$ cat src/rtl/window_sum_accumulator.sv
// ---------------------------------------------------------------------------
// window_sum_accumulator
//
// Purpose:
//   Consumes a stream of signed results from the add/multiply stage and sums
//   every WINDOW consecutive results into a signed ACC_W total. The total is
//   handed downstream together with the number of beats it contains and a
//   sticky signed-overflow flag. A flush request closes a partial window.
//
// Ports:
//   clk        in   1         single clock, rising-edge logic
//   rst_n      in   1         asynchronous active-low reset
//   in_valid   in   1         in_data holds a valid result
//   in_ready   out  1         block accepts in_data this cycle
//   in_data    in   DATA_W    signed result from upstream
//   flush      in   1         emit the partial window now
//   out_valid  out  1         out_sum/out_count/out_ovf are valid
//   out_ready  in   1         downstream accepts the output this cycle
//   out_sum    out  ACC_W     signed window total (two's-complement wrap)
//   out_count  out  CNT_W     number of beats contained in out_sum
//   out_ovf    out  1         a signed overflow occurred inside the window
// ---------------------------------------------------------------------------
module window_sum_accumulator #(
  parameter int DATA_W = 32,
  parameter int ACC_W  = 40,
  parameter int WINDOW = 8,
  localparam int CNT_W = $clog2(WINDOW + 1)
) (
  input  logic              clk,
  input  logic              rst_n,
  input  logic              in_valid,
  output logic              in_ready,
  input  logic [DATA_W-1:0] in_data,
  input  logic              flush,
  output logic              out_valid,
  input  logic              out_ready,
  output logic [ACC_W-1:0]  out_sum,
  output logic [CNT_W-1:0]  out_count,
  output logic              out_ovf
);

  localparam logic [0:0]       ST_ACCUM = 1'b0;
  localparam logic [0:0]       ST_HOLD  = 1'b1;
  localparam logic [CNT_W-1:0] WIN_CNT  = CNT_W'(WINDOW);

  logic [0:0]       state;
  logic [ACC_W-1:0] acc;
  logic [CNT_W-1:0] cnt;
  logic             ovf_sticky;

  logic             beat;
  logic [ACC_W-1:0] ext;
  logic [ACC_W-1:0] sum;
  logic             add_ovf;
  logic [ACC_W-1:0] acc_next;
  logic [CNT_W-1:0] cnt_next;
  logic             ovf_next;
  logic             close_window;

  // No bypass: while a total is waiting in HOLD, upstream is stalled.
  assign in_ready = (state == ST_ACCUM);
  assign beat     = in_valid && in_ready;

  // Sign-extend the incoming result to the accumulator width.
  assign ext = ACC_W'($signed(in_data));
  assign sum = acc + ext;

  // Signed overflow: both operands share a sign but the result does not.
  assign add_ovf = (acc[ACC_W-1] == ext[ACC_W-1]) && (sum[ACC_W-1] != acc[ACC_W-1]);

  // Running values including the beat accepted at this edge, if any.
  assign acc_next = beat ? sum : acc;
  assign cnt_next = beat ? (cnt + CNT_W'(1)) : cnt;
  assign ovf_next = ovf_sticky | (beat & add_ovf);

  // A window closes when it fills, or on flush if it holds at least one beat
  // (counting a beat that arrives together with the flush).
  assign close_window = (state == ST_ACCUM) &&
                        ((beat && (cnt_next == WIN_CNT)) ||
                         (flush && ((cnt != '0) || beat)));

  // Accumulate in ACCUM; on close, latch the total into the output registers
  // and restart the accumulator in the same edge. HOLD keeps the outputs
  // stable until the downstream handshake; output data keeps its last value.
  always_ff @(posedge clk or negedge rst_n) begin
    if (!rst_n) begin
      state      <= ST_ACCUM;
      acc        <= '0;
      cnt        <= '0;
      ovf_sticky <= 1'b0;
      out_valid  <= 1'b0;
      out_sum    <= '0;
      out_count  <= '0;
      out_ovf    <= 1'b0;
    end else if (state == ST_ACCUM) begin
      if (close_window) begin
        state      <= ST_HOLD;
        out_valid  <= 1'b1;
        out_sum    <= acc_next;
        out_count  <= cnt_next;
        out_ovf    <= ovf_next;
        acc        <= '0;
        cnt        <= '0;
        ovf_sticky <= 1'b0;
      end else begin
        acc        <= acc_next;
        cnt        <= cnt_next;
        ovf_sticky <= ovf_next;
      end
    end else begin
      if (out_ready) begin
        state     <= ST_ACCUM;
        out_valid <= 1'b0;
      end
    end
  end

endmodule

$ cat config.mk
export PLATFORM = sky130hd
export DESIGN_NAME = window_sum_accumulator
export DESIGN_NICKNAME = d
export VERILOG_FILES = /design/src/rtl/window_sum_accumulator.sv
export SDC_FILE = /design/constraint.sdc
export NUM_CORES = 1
export LEC_CHECK = 0
export CAP_MARGIN = 20
export CORE_UTILIZATION = 46
export CTS_BUF_LIST = sky130_fd_sc_hd__clkbuf_8
export DETAILED_ROUTE_END_ITERATION = 16
export GPL_TIMING_DRIVEN = 0
export PLACE_DENSITY_LB_ADDON = 0.08
export SETUP_SLACK_MARGIN = 0.4
export SLEW_MARGIN = 20
export SYNTH_ARGS = -nofsm -noshare
export SYNTH_HDL_FRONTEND = slang
export SYNTH_SLANG_ARGS = --single-unit
$ cat constraint.sdc
create_clock -name clk -period 2.4 [get_ports clk]
set_input_delay 0.48 -clock clk [delete_from_list [all_inputs] [get_ports clk]]
set_output_delay 0.48 -clock clk [all_outputs]
set_load 0.02 [all_outputs]
Word level (Yosys, flattened, before mapping)
Cells that the tools add are included.
{"block": "classes", "n_addsub": 2, "eq_ne": 4, "n_mux": 11, "bitwise": 3, "n_reduce_logical": 11}
{"operator": "40-bit two-way mux", "count": 2}
{"operator": "40-bit adder", "count": 1}
{"operator": "4-bit two-way mux", "count": 2}
{"operator": "1-bit two-way mux", "count": 7}
{"operator": "1-bit logical AND", "count": 5}
{"operator": "4-bit by 1-bit adder with 4-bit output (second input constant)", "count": 1}
{"operator": "4-bit == test (second input constant)", "count": 1}
{"operator": "2-bit AND reduction", "count": 2}
{"operator": "4-bit nonzero test", "count": 1}
{"operator": "1-bit logical OR", "count": 2}
{"operator": "2-bit != test (second input constant)", "count": 1}
{"operator": "2-bit nonzero test", "count": 1}
{"operator": "1-bit AND", "count": 1}
{"operator": "1-bit == test", "count": 1}
{"operator": "1-bit != test", "count": 1}
{"operator": "1-bit inverter", "count": 1}
{"operator": "1-bit OR", "count": 1}
{"block": "word_totals", "ff_bits": 92, "in_bits": 37, "output_inout_bits": 47}

Depth between registers and ports, before layout
{"block": "logic_depth", "depth_word": 9, "ltp_mapped": 12, "depth_no_buf": 12}

Least setup slack after synthesis
No wires, ideal clock.
{"block": "synth_timing", "path_kind": "input port to flip-flop", "start": "in in_data[3]", "end": "reg acc[33]", "setup_time_ps": 131, "arrival_ps": 2474, "path_slack_ps": -205, "path_stages": 10, "path_cell_list": "ha_1 > a21o_1 > a21oi_2 > a211oi_2 > o2111ai_1 > or3b_4 > a211oi_2 > o21ai_1 > xnor2_1 > o21ai_0"}
{"block": "synth_between", "elab_chain_cells": 3}
{"item": "from (decl)", "line": "33", "source": "input logic [DATA_W-1:0] in_data,"}
{"item": "40-bit adder", "line": "66", "source": "assign sum = acc + ext;"}
{"item": "40-bit two-way mux", "line": "72", "source": "assign acc_next = beat ? sum : acc;"}
{"item": "40-bit two-way mux", "line": "96", "source": "if (close_window) begin"}
{"item": "to (signal assigned)", "line": "106", "source": "acc <= acc_next;"}
{"item": "to (decl)", "line": "47", "source": "logic [ACC_W-1:0] acc;"}
No other way between the ends.
A chain may end at the register's enable or synchronous reset.

Worst setup path after layout
{"block": "layout_timing", "start": "reg acc[1]", "end": "reg out_sum[39]"}
{"block": "layout_between", "elab_chain_cells": 2}
{"item": "40-bit adder", "line": "66"}
{"item": "40-bit two-way mux", "line": "72"}
{"item": "to (signal assigned)", "line": "99", "source": "out_sum <= acc_next;"}
{"item": "to (decl)", "line": "37", "source": "output logic [ACC_W-1:0] out_sum,"}
No other way between the ends.

==> metrics.md <==
| Metric | Value |
|---|---|
| Outcome | `finished with violations` |
| Failing checks | `setup timing` |
| Power Density | `approximately 1400 nW/um^2` |
| Yosys cell types | `63` |
| Post-synth top area share | `0.383` |
| Clk_lat worst skew | `between 300 and 400 ps` |
| Clk pwr share | `0.090` |
| Die width | `around 120 um` |
| Worst setup margin | `-365 ps` |
| Routed len/inst | `around 21 um` |
| Worst hold path type | `flop to flop` |
| Int Pwr | `around 6.7 mW` |
| Clock transition at path regs | `between 100 and 150 ps` |
| Largest net degree at the start of global routing | `between 50 and 60` |
| Setup skew after layout | `between 10 and 15 ps` |
| Initial Util | `0.474` |
| Pwr Total | `around 12 mW` |
| CP startpoint kind | `flop` |
| Net Sw Frac | `0.455` |
| Initial drt markers | `368` |
| Htree depth | `3` |
| Initial antenna violation count | `0` |
| Clock tree from TritonCTS | `built` |
| Synth area leaders | `dfrtp_1 38%, ha_1 8.5%, nand2_1 6.8%, a21oi_1 5.3%, o21ai_0 4.4%` |
| EDFF count, synth | `0` |
| DR vias | `just over 6000` |
| Main synth FF type | `dfrtp_1` |
| Ys async rst share | `1.00` |
| Static Leak | `between 3 and 4 nW` |
| Worst hold start | `out_sum[35]` |
| Fmax | `362 MHz` |
| Fraction of layout cells with a size suffix above 1 | `0.301` |
| Row cnt | `41` |
| Setup TNS | `-8300 ps` |
| Seq cells post-synth | `92` |
| Slew @ Worst Pin | `888 ps` |
| Critical path arrival | `between 3000 and 4000 ps` |
| Syn_area_per_cell | `8.75 um^2` |
| TritonRoute pass-1 iters | `5` |
| Net Count, Synth | `~770` |
| Pins Over Slew Limit | `0` |
| Die ar. | `about 14000 um^2` |
| R2R Path Start | `acc[1]` |
| I/O pins | `84` |
| Total gr overflow | `0` |
| Post-route ant nets | `0` |
| Critical Path Source | `acc[1]` |
| GRT Overall Usage | `0.321` |
| Most frequent cell after synthesis | `nand2_1` |
| Final Hold Violating Endpoints | `0` |
| VDD IR max | `a little over 0.6 mV` |
| Placed Cells | `942` |
| Switching pwr | `between 5 and 6 mW` |
| DRT Wirelength | `roughly 21 mm` |
| Height of the die | `approximately 120 um` |
| Ant diodes | `0` |
| Period Utilization, post-route | `1.15` |
| Post-Syn Instances | `686` |
| Placement Setup Slack | `-1180 ps` |
| Relative slew slack | `0.408` |
| Final-report setup violation count | `49` |
| Vias in the first global route | `6068` |
| Fin crit period | `about 2800 ps` |
| I/O Buffers | `83` |
| Detailed placer's ending HPWL | `approximately 14 mm` |
| Post-synth top cells | `108 x nand2_1, 92 x dfrtp_1, 63 x a21oi_1` |
| DRC viols | `0` |
| Via/cell ratio | `approximately 6` |
| Sequential share of the synthesized area | `0.383` |
| P&R area growth vs syn | `50.5%` |
| Critical path required time | `~2700 ps` |
| Ys Warns | `0` |
| Critical path fanouts, max | `4` |
| Clock Path Buffers | `2` |
| TritonCTS Buffers | `9` |
| WS Path Type | `flop to flop` |
| Combinational share of power | `0.679` |
| # Max-Cap Violations | `0` |
| Routability Congestion | `approximately 0.9` |
| Core footprint | `around 13000 um^2` |
| Utilization after layout | `0.713` |
| RSZ-0062 raised after global routing | `yes` |
| CP Capture Type | `flop` |
| Nets | `around 930` |
| Root Buffer | `clkbuf_8` |
| Register share of total power | `0.231` |
| Post-synth top area cell | `dfrtp_1` |
| TritonCTS sink count | `92` |
| Post-route non-filler standard cell count | `1025` |
| First-pass GRT wire length | `between 30 and 40 mm` |
| Post-Syn Area | `~6000 um^2` |
-- stage by stage --
step           hold WS [ps]  area (um^2)
2_1_floorplan           184         6350
5_1_grt                 523         9040
6_report                496         9040
4_1_cts                 502         8700
3_3_place_gp            468         7400
3_5_place_dp            406         7430
-- area by class of cell --
cell class,instances,area [um^2]
multi-input cells,546,4380
plain buffers,36,382
clock buffers,9,124
clock inverters,6,66.3
fillers,996,3630
flip-flops and latches,92,2310
repair buffers,152,1520
well taps,172,215
inverters,12,45.0
-- worst paths after layout --
| kind | end | slack (ps) | depth (start not counted) |
|---|---|---|---|
| max reg2reg | out_sum[39] | -360 | 10 |
| max in group asynchronous | acc[26] | 1230 | 3 |
| min in group asynchronous | acc[3] | 550 | 2 |
| min | out_sum[35] | 500 | 2 |
| min reg2reg | out_sum[35] | 500 | 2 |
| max | out_sum[39] | -360 | 10 |
-- sequential cells by signal, indices dropped and copies added, names as in the netlist --
| signal | cells |
|---|---|
| cnt | 4 |
| ovf_sticky | 1 |
| out_sum | 40 |
| out_valid | 1 |
| state | 1 |
| acc | 40 |
| out_count | 4 |
| out_ovf | 1 |
-- per-layer routing --
layer	wire length [um]	vias to the layer above	track usage	share of wire
met5	0	-	0	0
li1	-	2794	-	-
met3	1070	62	0.0358	0.051
met1	8750	2991	0.401	0.41
met2	10600	244	0.545	0.50
met4	828	0	0.171	0.039
-- cells by family (layout without fill, tap and decap cells) --
family | Yosys count | after routing | synth area share
compound gates | 228 | 228 | 0.252
xor+xnor | 41 | 41 | 0.0598
fa+ha+maj | 42 | 42 | 0.0888
buf+inv | 48 | 215 | 0.0346
flops | 92 | 92 | 0.383
mux | 6 | 6 | 0.0100
simple gates | 229 | 229 | 0.171
-- power by group through the flow --
stage / clock, mW / sequential [mW] / combinational, mW
floorplan: 0 / 3.09 / 3.83
global placement: 0 / 2.75 / 6.10
detailed placement: 0 / 2.79 / 6.21
CTS: 1.11 / 2.79 / 7.66
global route: 1.17 / 2.89 / 8.88
finish: 1.10 / 2.83 / 8.30
-- cells in the final DEF (no fill, tap or decap), types with 6 or more instances in the layout --
master,n
nand2_1,104
dfrtp_1,89
clkdlybuf4s50_1,65
buf_4,52
a21oi_1,41
nor2_1,40
o21ai_1,27
a22o_1,23
ha_1,20
ha_4,19
a21oi_2,18
o21ai_0,18
a31oi_1,17
dlygate4sd2_1,16
xnor2_1,15
buf_6,15
nand3_1,13
a21o_1,13
o21ai_2,13
clkbuf_8,12
inv_1,11
buf_8,10
xor2_1,10
and3_1,10
nor2_2,9
xor2_2,8
xnor2_2,8
clkbuf_1,7
nand4_1,6
a21oi_4,6
mux2i_1,6
-- worst max-delay path: stages, from the launching register on --
cell       delay (ps)
dfrtp_1           440
ha_4              270
a21o_1            120
nand4_1           190
a211oi_2          400
o2111ai_4         190
a31oi_4           290
a21oi_4           110
xor2_1            200
or3_1             340
a31oi_1           140
-- repair_timing --
action                     in CTS  in global routing
cloned                          4                  0
setup buffers                  47                 16
hold endpoints to repair       16                  0
pin swaps                      63                 31
hold buffers                    1                  0
resized for setup             156                 52
setup endpoints to repair      93                 91
No activity file was read; power rests on OpenSTA's default activity.
